### src/rtl/lsu_mem_access_pkg.sv
// Shared LSU definitions: ALU op codes, LSU FSM states, op decode helpers.
// Imported by lsu_lane_align and lsu_mem_access.
package lsu_mem_access_pkg;

  localparam logic [5:0] ALU_ADD = 6'd0;
  localparam logic [5:0] ALU_SUB = 6'd1;
  localparam logic [5:0] ALU_LB  = 6'd18;
  localparam logic [5:0] ALU_LH  = 6'd19;
  localparam logic [5:0] ALU_LW  = 6'd20;
  localparam logic [5:0] ALU_LBU = 6'd21;
  localparam logic [5:0] ALU_LHU = 6'd22;
  localparam logic [5:0] ALU_SB  = 6'd23;
  localparam logic [5:0] ALU_SH  = 6'd24;
  localparam logic [5:0] ALU_SW  = 6'd25;

  typedef enum logic [1:0] {
    LSU_IDLE = 2'd0,
    LSU_REQ  = 2'd1,
    LSU_WAIT = 2'd2
  } lsu_state_e;

  function automatic logic lsu_is_load(input logic [5:0] a);
    return (a == ALU_LB) || (a == ALU_LH) || (a == ALU_LW) ||
           (a == ALU_LBU) || (a == ALU_LHU);
  endfunction

  function automatic logic lsu_is_store(input logic [5:0] a);
    return (a == ALU_SB) || (a == ALU_SH) || (a == ALU_SW);
  endfunction

  function automatic logic lsu_is_mem(input logic [5:0] a);
    return lsu_is_load(a) || lsu_is_store(a);
  endfunction

  function automatic logic lsu_misaligned(
    input logic [5:0] a,
    input logic [1:0] lo
  );
    logic half;
    logic word;
    half = (a == ALU_LH) || (a == ALU_LHU) || (a == ALU_SH);
    word = (a == ALU_LW) || (a == ALU_SW);
    return (half && lo[0]) || (word && (lo != 2'b00));
  endfunction

endpackage

### src/rtl/lsu_lane_align.sv
// Byte-lane steering: store strobes/data replication and load extract+extend.
// Ports: i_alucode, i_addr_lo, i_store_data, i_rdata -> o_wstrb, o_wdata, o_ld_data.
module lsu_lane_align
  import lsu_mem_access_pkg::*;
(
  input  logic [5:0]  i_alucode,
  input  logic [1:0]  i_addr_lo,
  input  logic [31:0] i_store_data,
  input  logic [31:0] i_rdata,
  output logic [3:0]  o_wstrb,
  output logic [31:0] o_wdata,
  output logic [31:0] o_ld_data
);

  logic [7:0]  w_byte;
  logic [15:0] w_half;

  // Halfword lane uses addr[1] only, so an unchecked odd address
  // still lands on a legal half.
  assign w_byte = i_rdata[{i_addr_lo, 3'b000} +: 8];
  assign w_half = i_addr_lo[1] ? i_rdata[31:16] : i_rdata[15:0];

  always_comb begin
    o_wstrb   = 4'b0000;
    o_wdata   = i_store_data;
    o_ld_data = i_rdata;
    unique case (1'b1)
      (i_alucode == ALU_SB): begin
        o_wstrb = 4'b0001 << i_addr_lo;
        o_wdata = {4{i_store_data[7:0]}};
      end
      (i_alucode == ALU_SH): begin
        o_wstrb = i_addr_lo[1] ? 4'b1100 : 4'b0011;
        o_wdata = {2{i_store_data[15:0]}};
      end
      (i_alucode == ALU_SW): o_wstrb = 4'b1111;
      (i_alucode == ALU_LB):
        o_ld_data = {{24{w_byte[7]}}, w_byte};
      (i_alucode == ALU_LBU):
        o_ld_data = {24'd0, w_byte};
      (i_alucode == ALU_LH):
        o_ld_data = {{16{w_half[15]}}, w_half};
      (i_alucode == ALU_LHU):
        o_ld_data = {16'd0, w_half};
      default: ;
    endcase
  end

endmodule

### src/rtl/lsu_mem_access.sv
// RV32I load/store unit: single-outstanding req/resp FSM with timeout.
// Ports: req_* from execute, mem_* data-memory port, wb_* to writeback,
// store_done/exc_misaligned/exc_bus pulses, busy. Macro: LSU_ALIGN_CHECK_EN.
module lsu_mem_access
  import lsu_mem_access_pkg::*;
#(
  parameter int TIMEOUT_CYCLES = 255,
  parameter int ADDR_W         = 32
) (
  input  logic              clk,
  input  logic              rst_n,
  input  logic              req_valid,
  output logic              req_ready,
  input  logic [5:0]        alucode,
  input  logic [31:0]       eff_addr,
  input  logic [31:0]       store_data,
  input  logic [4:0]        rd_num,
  output logic              mem_req,
  output logic              mem_we,
  output logic [ADDR_W-1:0] mem_addr,
  output logic [3:0]        mem_wstrb,
  output logic [31:0]       mem_wdata,
  input  logic              mem_ready,
  input  logic              mem_rvalid,
  input  logic [31:0]       mem_rdata,
  output logic              wb_valid,
  output logic [4:0]        wb_rd,
  output logic [31:0]       wb_data,
  output logic              store_done,
  output logic              exc_misaligned,
  output logic              exc_bus,
  output logic              busy
);

  localparam int CW =
    (TIMEOUT_CYCLES > 1) ? $clog2(TIMEOUT_CYCLES + 1) : 1;
  localparam bit TO_EN = (TIMEOUT_CYCLES != 0);
  localparam logic [CW-1:0] TO_LAST = CW'(TIMEOUT_CYCLES - 1);

  lsu_state_e    r_state;
  logic [5:0]    r_alu;
  logic [31:0]   r_addr;
  logic [31:0]   r_sdata;
  logic [4:0]    r_rd;
  logic [CW-1:0] r_cnt;
  logic          r_wb_valid;
  logic [31:0]   r_wb_data;
  logic          r_store_done;
  logic          r_exc_mis;
  logic          r_exc_bus;

  logic          w_accept;
  logic          w_mis;
  logic          w_tout;
  logic [31:0]   w_ld_data;

  lsu_lane_align u_lane (
    .i_alucode    (r_alu),
    .i_addr_lo    (r_addr[1:0]),
    .i_store_data (r_sdata),
    .i_rdata      (mem_rdata),
    .o_wstrb      (mem_wstrb),
    .o_wdata      (mem_wdata),
    .o_ld_data    (w_ld_data)
  );

  assign w_accept = req_valid && (r_state == LSU_IDLE) &&
                    lsu_is_mem(alucode);

`ifdef LSU_ALIGN_CHECK_EN
  assign w_mis = lsu_misaligned(alucode, eff_addr[1:0]);
`else
  assign w_mis = 1'b0;
`endif

  // Counter value TO_LAST marks the last allowed cycle in REQ/WAIT.
  assign w_tout = TO_EN && (r_cnt == TO_LAST);

  assign req_ready      = (r_state == LSU_IDLE);
  assign busy           = (r_state != LSU_IDLE);
  assign mem_req        = (r_state == LSU_REQ);
  assign mem_we         = lsu_is_store(r_alu);
  assign mem_addr       = ADDR_W'({r_addr[31:2], 2'b00});
  assign wb_valid       = r_wb_valid;
  assign wb_rd          = r_rd;
  assign wb_data        = r_wb_data;
  assign store_done     = r_store_done;
  assign exc_misaligned = r_exc_mis;
  assign exc_bus        = r_exc_bus;

  always_ff @(posedge clk or negedge rst_n) begin
    if (!rst_n) begin
      r_state      <= LSU_IDLE;
      r_alu        <= '0;
      r_addr       <= '0;
      r_sdata      <= '0;
      r_rd         <= '0;
      r_cnt        <= '0;
      r_wb_valid   <= 1'b0;
      r_wb_data    <= '0;
      r_store_done <= 1'b0;
      r_exc_mis    <= 1'b0;
      r_exc_bus    <= 1'b0;
    end else begin
      r_wb_valid   <= 1'b0;
      r_store_done <= 1'b0;
      r_exc_mis    <= 1'b0;
      r_exc_bus    <= 1'b0;
      case (r_state)
        LSU_IDLE: begin
          if (w_accept) begin
            r_alu   <= alucode;
            r_addr  <= eff_addr;
            r_sdata <= store_data;
            r_rd    <= rd_num;
            r_cnt   <= '0;
            if (w_mis) r_exc_mis <= 1'b1;
            else       r_state   <= LSU_REQ;
          end
        end
        LSU_REQ: begin
          if (mem_ready) begin
            r_cnt <= '0;
            if (lsu_is_store(r_alu)) begin
              r_store_done <= 1'b1;
              r_state      <= LSU_IDLE;
            end else begin
              r_state <= LSU_WAIT;
            end
          end else if (w_tout) begin
            r_exc_bus <= 1'b1;
            r_state   <= LSU_IDLE;
          end else begin
            r_cnt <= r_cnt + 1'b1;
          end
        end
        LSU_WAIT: begin
          if (mem_rvalid) begin
            r_wb_valid <= 1'b1;
            r_wb_data  <= w_ld_data;
            r_state    <= LSU_IDLE;
          end else if (w_tout) begin
            r_exc_bus <= 1'b1;
            r_state   <= LSU_IDLE;
          end else begin
            r_cnt <= r_cnt + 1'b1;
          end
        end
        default: r_state <= LSU_IDLE;
      endcase
    end
  end

endmodule

### config.mk
export PLATFORM = sky130hd
export DESIGN_NAME = lsu_mem_access
export DESIGN_NICKNAME = d
export VERILOG_FILES = /design/src/rtl/lsu_mem_access_pkg.sv /design/src/rtl/lsu_lane_align.sv /design/src/rtl/lsu_mem_access.sv
export SDC_FILE = /design/constraint.sdc
export NUM_CORES = 1
export LEC_CHECK = 0
export ABC_AREA = 1
export CELL_PAD_IN_SITES_DETAIL_PLACEMENT = 1
export CELL_PAD_IN_SITES_GLOBAL_PLACEMENT = 1
export CORE_ASPECT_RATIO = 1.5
export CORE_MARGIN = 5
export CORE_UTILIZATION = 50
export DETAILED_ROUTE_END_ITERATION = 8
export DONT_BUFFER_PORTS = 1
export GPL_ROUTABILITY_DRIVEN = 0
export GPL_TIMING_DRIVEN = 0
export PLACE_DENSITY_LB_ADDON = 0.1
export SKIP_LAST_GASP = 1
export SLEW_MARGIN = 15
export SYNTH_ARGS = -nofsm -noshare
export SYNTH_HDL_FRONTEND = slang
export SYNTH_SLANG_ARGS = --single-unit
export TNS_END_PERCENT = 10
### constraint.sdc
create_clock -name clk -period 4.04 [get_ports clk]
set_clock_uncertainty 0.15 [all_clocks]
set_input_delay 0.606 -clock clk [delete_from_list [all_inputs] [get_ports clk]]
set_output_delay 0.606 -clock clk [all_outputs]
set_load 0.02 [all_outputs]
-- Yosys cells after proc, flatten, opt, wreduce, memory -nomap -nowiden
Index checks and enable logic that the tools add are counted.
W data, S select, Z words.
- add/sub/neg operators: 1
- eq/ne operators: 20
- shift operators: 2
- muxes and demuxes: 25
- reduce and logical (&&, ||, !) cells: 17
- operator list (kind ; count):
    $pmux W32 S4 ; 1
    $eq A6 B5 Y1 const B ; 15
    $pmux W32 S2 ; 1
    $mux W8 ; 4
    $shiftx A32 B6 Y8 ; 1
    $pmux W8 S3 ; 1
    $mux W16 ; 1
    $pmux W4 S3 ; 1
    $mux W2 ; 5
    $logic_or A1 B1 Y1 ; 9
    $add A8 B1 Y8 const B ; 1
    $eq A8 B8 Y1 const B ; 1
    $mux W1 ; 8
    $pmux W2 S3 ; 1
    $mux W4 ; 1
    $reduce_and A2 Y1 ; 2
    $shl A1 B2 Y4 const A ; 1
    $reduce_and A3 Y1 ; 1
    $reduce_bool A3 Y1 ; 1
    $eq A2 B1 Y1 const B ; 1
    $eq A2 B2 Y1 const B ; 1
    $logic_and A1 B1 Y1 ; 2
    $logic_not A2 Y1 ; 1
    $ne A2 B1 Y1 const B ; 1
    3 further kinds ; 3
- register bits: 120
- bits of input ports: 112

-- Logic depth before layout (Yosys ltp)
- depth in word-level cells: 9
- mapped depth: 11

-- By module
A second synthesis with hierarchy kept.
- cell total of the unflattened synthesis: 853
- area, all modules: 6904.1 um2
- modules (own cells, without submodules) (module ; times used ; cells an instance ; area an instance (um2) ; seq. area each (um2)):
    lsu_mem_access ; 1 ; 462 ; 5091.1 ; 3002.9
    lsu_lane_align ; 1 ; 391 ; 1813.0 ; 0.0

-- Worst setup path before layout
No wires, ideal clock.
- path type: register -> output
- start point: register r_alu[5]
- end point: output port mem_wstrb[0]
- arrival time: 1537 ps
- required time: 3284 ps
- slack: 1747 ps
- stages on the path, launching flop included: 8
- path buffers: 0
- cell sequence: dfrtp_1 -> inv_1 -> nand2_1 -> nor2_2 -> nand3_2 -> clkinv_1 -> nand2_1 -> o21ai_0
- cells in the longest elaborated chain, start to end: 2
- RTL lines (item ; RTL line ; RTL):
    start: declaration ; lsu_mem_access.sv:41 ; logic [5:0] r_alu;
    start signal: assignment ; lsu_mem_access.sv:112 ; r_alu <= alucode;
    $eq A6 B5 Y1, on equally long branches ; lsu_lane_align.sv:36, lsu_lane_align.sv:28, lsu_lane_align.sv:32 ;
    $pmux W4 S3 (*) ; lsu_lane_align.sv:27 ; unique case (1'b1)
    end: declaration ; lsu_mem_access.sv:21 ; output logic [3:0] mem_wstrb,
Mark *: on every way between the ends. The rest lies on a longest branch, timed or not.

-- Worst setup path in the final report
- start point: register r_alu[5]
- end point: output port mem_wstrb[1]
Same word-level chain as after synthesis.

==> report_table.html <==
<table>
<tr><th>Metric</th><th>Value</th></tr>
<tr><th colspan="2">Outcome</th></tr>
<tr><td>Status</td><td>finished, violations left</td></tr>
<tr><td>Failing checks</td><td>negative hold slack</td></tr>
<tr><th colspan="2">Floorplan</th></tr>
<tr><td>Die boundary height</td><td>150 um</td></tr>
<tr><td>Initial cell density of the core</td><td>between 50% and 60%</td></tr>
<tr><td>Core Area</td><td>~13000 um^2</td></tr>
<tr><td>Total Die Area</td><td>15600 um^2</td></tr>
<tr><td>Cell row count</td><td>51</td></tr>
<tr><td>DIE WIDTH</td><td>104 um</td></tr>
<tr><td>Number of top-level pins</td><td>around 230</td></tr>
<tr><th colspan="2">Logic synthesis</th></tr>
<tr><td>Avg Cell Area, Syn</td><td>~8.3 um^2</td></tr>
<tr><td>Count of flip-flops with a built-in enable after synthesis</td><td>0</td></tr>
<tr><td>Cell types with the largest area share after synthesis</td><td>sky130_fd_sc_hd__dfrtp_1 46%, sky130_fd_sc_hd__nand2_1 16%, sky130_fd_sc_hd__mux2_2 9.9%</td></tr>
<tr><td>Most area-hungry cell type in the Yosys netlist</td><td>sky130_fd_sc_hd__dfrtp_1</td></tr>
<tr><td>Fraction of synthesized cell area taken by the top area cell type</td><td>a little under half</td></tr>
<tr><td>Most frequent cell after synthesis</td><td>sky130_fd_sc_hd__nand2_1</td></tr>
<tr><td>Synth cell types</td><td>34</td></tr>
<tr><td>Post-Synthesis Cell Area</td><td>about 6600 um^2</td></tr>
<tr><td>Proportion of register bits with asynchronous set or reset after synthesis</td><td>100%</td></tr>
<tr><td>Part of the Yosys area used for sequential elements</td><td>45.7%</td></tr>
<tr><td>Yosys warning total</td><td>0</td></tr>
<tr><td>Main synth FF type</td><td>sky130_fd_sc_hd__dfrtp_1</td></tr>
<tr><td>Synthesized instance count</td><td>791</td></tr>
<tr><td>Number of storage elements in the synthesis netlist</td><td>120</td></tr>
<tr><td>Leading post-synthesis cells by instance count</td><td>275 x sky130_fd_sc_hd__nand2_1, 120 x sky130_fd_sc_hd__dfrtp_1, 67 x sky130_fd_sc_hd__inv_1</td></tr>
<tr><th colspan="2">Timing</th></tr>
<tr><td>RSZ-0062 raised after global routing</td><td>no</td></tr>
<tr><td>Tightest hold margin</td><td>-0.00410 ns</td></tr>
<tr><td>Worst setup slack after layout</td><td>0.739 ns</td></tr>
<tr><td>Max-slew violation count</td><td>0</td></tr>
<tr><td>Least-Margin Pin Slew</td><td>around 0.92 ns</td></tr>
<tr><td>Final-report setup violation count</td><td>0</td></tr>
<tr><td>Final worst-path cycle share</td><td>~82%</td></tr>
<tr><td>Maximum clock rate</td><td>slightly above 300 MHz</td></tr>
<tr><td>Setup TNS</td><td>0 ns</td></tr>
<tr><td>Max transition margin</td><td>roughly two fifths</td></tr>
<tr><td>Final Hold Violating Endpoints</td><td>4</td></tr>
<tr><td>Post-route minimum period</td><td>3.30 ns</td></tr>
<tr><th colspan="2">CTS</th></tr>
<tr><td>Number of buffers created by CTS</td><td>17</td></tr>
<tr><td>Post-CTS setup buffers</td><td>0</td></tr>
<tr><td>H-tree levels</td><td>4</td></tr>
<tr><td>Clock slew seen by the registers of the worst setup and hold paths</td><td>0.06 ns</td></tr>
<tr><td>Number of sinks driven by the clock tree</td><td>120</td></tr>
<tr><td>CTS Root Cell</td><td>sky130_fd_sc_hd__clkbuf_16</td></tr>
<tr><td>Clock insertion delay at the later pin of the skew report</td><td>around 0.42 ns</td></tr>
<tr><td>Worst-case clock buffer depth</td><td>2</td></tr>
<tr><td>CTS tree</td><td>built</td></tr>
<tr><th colspan="2">Setup path</th></tr>
<tr><td>WP data arrival</td><td>2.55 ns</td></tr>
<tr><td>Worst path required time</td><td>3.28 ns</td></tr>
<tr><td>Flop2flop setup slack</td><td>between 1.5 and 2 ns</td></tr>
<tr><td>FF-to-FF End</td><td>r_cnt[3]</td></tr>
<tr><td>Reg-to-reg startpoint</td><td>r_state[0]</td></tr>
<tr><td>Critical Path Fanout Max</td><td>10</td></tr>
<tr><td>R2r worst-path depth</td><td>10</td></tr>
<tr><td>Path type of the worst setup path</td><td>reg2out</td></tr>
<tr><td>Beginning of the critical path</td><td>r_alu[5]</td></tr>
<tr><td>CP startpoint kind</td><td>flip-flop</td></tr>
<tr><td>Kind of end point of the critical path</td><td>output port</td></tr>
<tr><th colspan="2">Finish</th></tr>
<tr><td>Layout Utilization</td><td>a little under three fifths</td></tr>
<tr><td>Number of diodes added for antenna fixing</td><td>0</td></tr>
<tr><td>Number of nets in the layout</td><td>just over 900</td></tr>
<tr><td>Proportion of layout cells with a drive suffix above 1</td><td>a little over a fifth</td></tr>
<tr><td>Fin cells</td><td>984</td></tr>
<tr><td>Post-route cell area</td><td>7380 um^2</td></tr>
<tr><td>Synth-to-layout area growth</td><td>12.1%</td></tr>
<tr><th colspan="2">Power and ir drop</th></tr>
<tr><td>P_leak</td><td>~3.8 nW</td></tr>
<tr><td>Switching fraction of total power</td><td>45.7%</td></tr>
<tr><td>Register share of total power</td><td>roughly 35%</td></tr>
<tr><td>Ratio of total power to cell area</td><td>890 nW/um^2</td></tr>
<tr><td>Psw</td><td>around 3.0 mW</td></tr>
<tr><td>Power, Total</td><td>~6.6 mW</td></tr>
<tr><td>Design internal power</td><td>around 3.6 mW</td></tr>
<tr><td>Relative contribution of the clock network to total power</td><td>22.4%</td></tr>
<tr><td>Combinational share of power</td><td>between 40% and 50%</td></tr>
<tr><td>VDD IR max</td><td>between 0.0004 and 0.0005 V</td></tr>
<tr><th colspan="2">Drt</th></tr>
<tr><td>DR WL/cell</td><td>around 20 um</td></tr>
<tr><td>Average vias per placed instance</td><td>between 5 and 6</td></tr>
<tr><td>Remaining antenna violation count</td><td>0</td></tr>
<tr><td>Routed via count</td><td>5247</td></tr>
<tr><td>DRC violation count after routing</td><td>0</td></tr>
<tr><td>Iteration-0 DRC Markers</td><td>136</td></tr>
<tr><td>Iteration count of the initial detailed-routing pass</td><td>5</td></tr>
<tr><td>Post-detailed-routing wire length</td><td>19500 um</td></tr>
<tr><th colspan="2">Global route</th></tr>
<tr><td>Number of antenna violations at the first check in global routing</td><td>0</td></tr>
<tr><td>Via count of the first global-routing pass</td><td>5835</td></tr>
<tr><td>Total global routing track utilization</td><td>~25%</td></tr>
<tr><td>First-pass GRT wire length</td><td>roughly 31000 um</td></tr>
<tr><td>Pin count of the biggest net entering global routing</td><td>~120</td></tr>
<tr><td>Leftover overflow at the end of global routing</td><td>0</td></tr>
<tr><th colspan="2">Placed design</th></tr>
<tr><td>Placement Setup Slack</td><td>1.15 ns</td></tr>
<tr><td>Buffers added on ports</td><td>0</td></tr>
<tr><td>Cells after DPL</td><td>roughly 950</td></tr>
<tr><td>Post-detailed-placement half-perimeter wirelength</td><td>about 15000 um</td></tr>
<tr><td>Standard cell area after detailed placement</td><td>6780 um^2</td></tr>
<tr><th colspan="2">Job</th></tr>
<tr><td>Max-Cap Viols</td><td>0</td></tr>
<tr><th colspan="2">Hold path</th></tr>
<tr><td>Path type of the worst min-delay path</td><td>in2async</td></tr>
</table>
[cell usage in the layout (no fill, tap or decap), types with 2 or more instances in the layout]
cell	Yosys	routed
sky130_fd_sc_hd__clkinvlp_4	0	3
sky130_fd_sc_hd__nand2_1	275	275
sky130_fd_sc_hd__nand2_4	2	2
sky130_fd_sc_hd__nand3_2	4	4
sky130_fd_sc_hd__nor2_1	57	57
sky130_fd_sc_hd__o22ai_1	2	2
sky130_fd_sc_hd__buf_6	12	12
sky130_fd_sc_hd__o21a_1	2	2
sky130_fd_sc_hd__xor2_1	2	2
sky130_fd_sc_hd__and3_1	2	2
sky130_fd_sc_hd__inv_1	67	67
sky130_fd_sc_hd__dfrtp_1	120	120
sky130_fd_sc_hd__o21ai_0	41	41
sky130_fd_sc_hd__conb_1	1	3
sky130_fd_sc_hd__nor2_4	4	4
sky130_fd_sc_hd__buf_2	8	8
sky130_fd_sc_hd__a21boi_0	8	8
sky130_fd_sc_hd__nand3_1	29	29
sky130_fd_sc_hd__mux2_2	58	58
sky130_fd_sc_hd__inv_6	0	7
sky130_fd_sc_hd__a21oi_2	3	3
sky130_fd_sc_hd__buf_4	43	43
sky130_fd_sc_hd__and2_1	5	5
sky130_fd_sc_hd__a21oi_1	19	19
sky130_fd_sc_hd__clkbuf_1	8	8
sky130_fd_sc_hd__clkbuf_16	0	17
sky130_fd_sc_hd__ha_1	6	6
sky130_fd_sc_hd__or2_2	2	2
sky130_fd_sc_hd__inv_2	3	3
[repair_timing]
item                                   CTS  global route
gates resized for setup                  0             0
setup endpoints to repair                0             0
hold buffers                             1             0
endpoints found under the hold margin  120             0
[worst max path at each step]
| stage | end | slack [ns] | cells past startpoint |
|---|---|---|---|
| 2_1_floorplan | mem_wstrb[0] | 1.75 | 7 |
| 3_3_place_gp | mem_wstrb[0] | 1.23 | 7 |
| 3_5_place_dp | mem_wstrb[0] | 1.15 | 7 |
| 4_1_cts | mem_wstrb[0] | 0.69 | 7 |
| 5_1_grt | mem_wstrb[1] | 0.59 | 7 |
| 6_report | mem_wstrb[1] | 0.74 | 7 |
[worst max-delay path: stages, from the launching register on]
cell and delay (ns):
sky130_fd_sc_hd__dfrtp_1 0.38, sky130_fd_sc_hd__inv_1 0.05, sky130_fd_sc_hd__nand2_1 0.10, sky130_fd_sc_hd__nor2_2 0.22, sky130_fd_sc_hd__nand3_2 0.27, sky130_fd_sc_hd__clkinv_1 0.27, sky130_fd_sc_hd__nand2_1 0.10, sky130_fd_sc_hd__o21ai_0 0.73
[power groups by stage]
stage / sequential, mW / combinational (mW) / clock (mW)
after floorplan: 2.19 / 2.27 / 0
after global placement: 2.30 / 2.66 / 0
after detailed placement: 2.34 / 2.76 / 0
after CTS: 2.33 / 2.82 / 1.49
after global routing: 2.38 / 3.05 / 1.56
final: 2.32 / 2.78 / 1.47
[per-layer routing]
layer / wire length [um] / GRT usage, % / up-vias
met4: 511 / 8.81 / 0
met2: 11000 / 48.5 / 175
met1: 6430 / 23.4 / 2564
met5: 0 / 0 / -
met3: 1590 / 9.91 / 34
li1: - / - / 2474
[kinds of logic after synthesis]
family                   share of synthesized area (%)
AND/OR/NAND/NOR                                   24.5
XOR/XNOR                                         0.266
multiplexers                                      9.93
flip-flops                                        45.7
other                                           0.0570
AO/OA/AOI/OAI                                     6.39
adder cells (fa/ha/maj)                           1.14
buffers and inverters                             12.1
[final cells by class]
type / instances / area [um^2]
Clock buffer: 17 / 425
Sequential cell: 120 / 3000
Buffer: 71 / 528
Clock inverter: 14 / 139
Tap cell: 159 / 199
Multi-Input combinational cell: 531 / 2790
Inverter: 71 / 267
Fill cell: 1523 / 5580
Timing Repair Buffer: 1 / 27.5
[state kept, by name, summed over array words and instances (netlist names)]
name,cells
exc_bus,1
r_addr,32
wb_data,32
r_state,2
r_cnt,8
wb_rd,5
r_alu,6
store_done,1
wb_valid,1
r_sdata,32
Power figures use the tool's default switching activity.
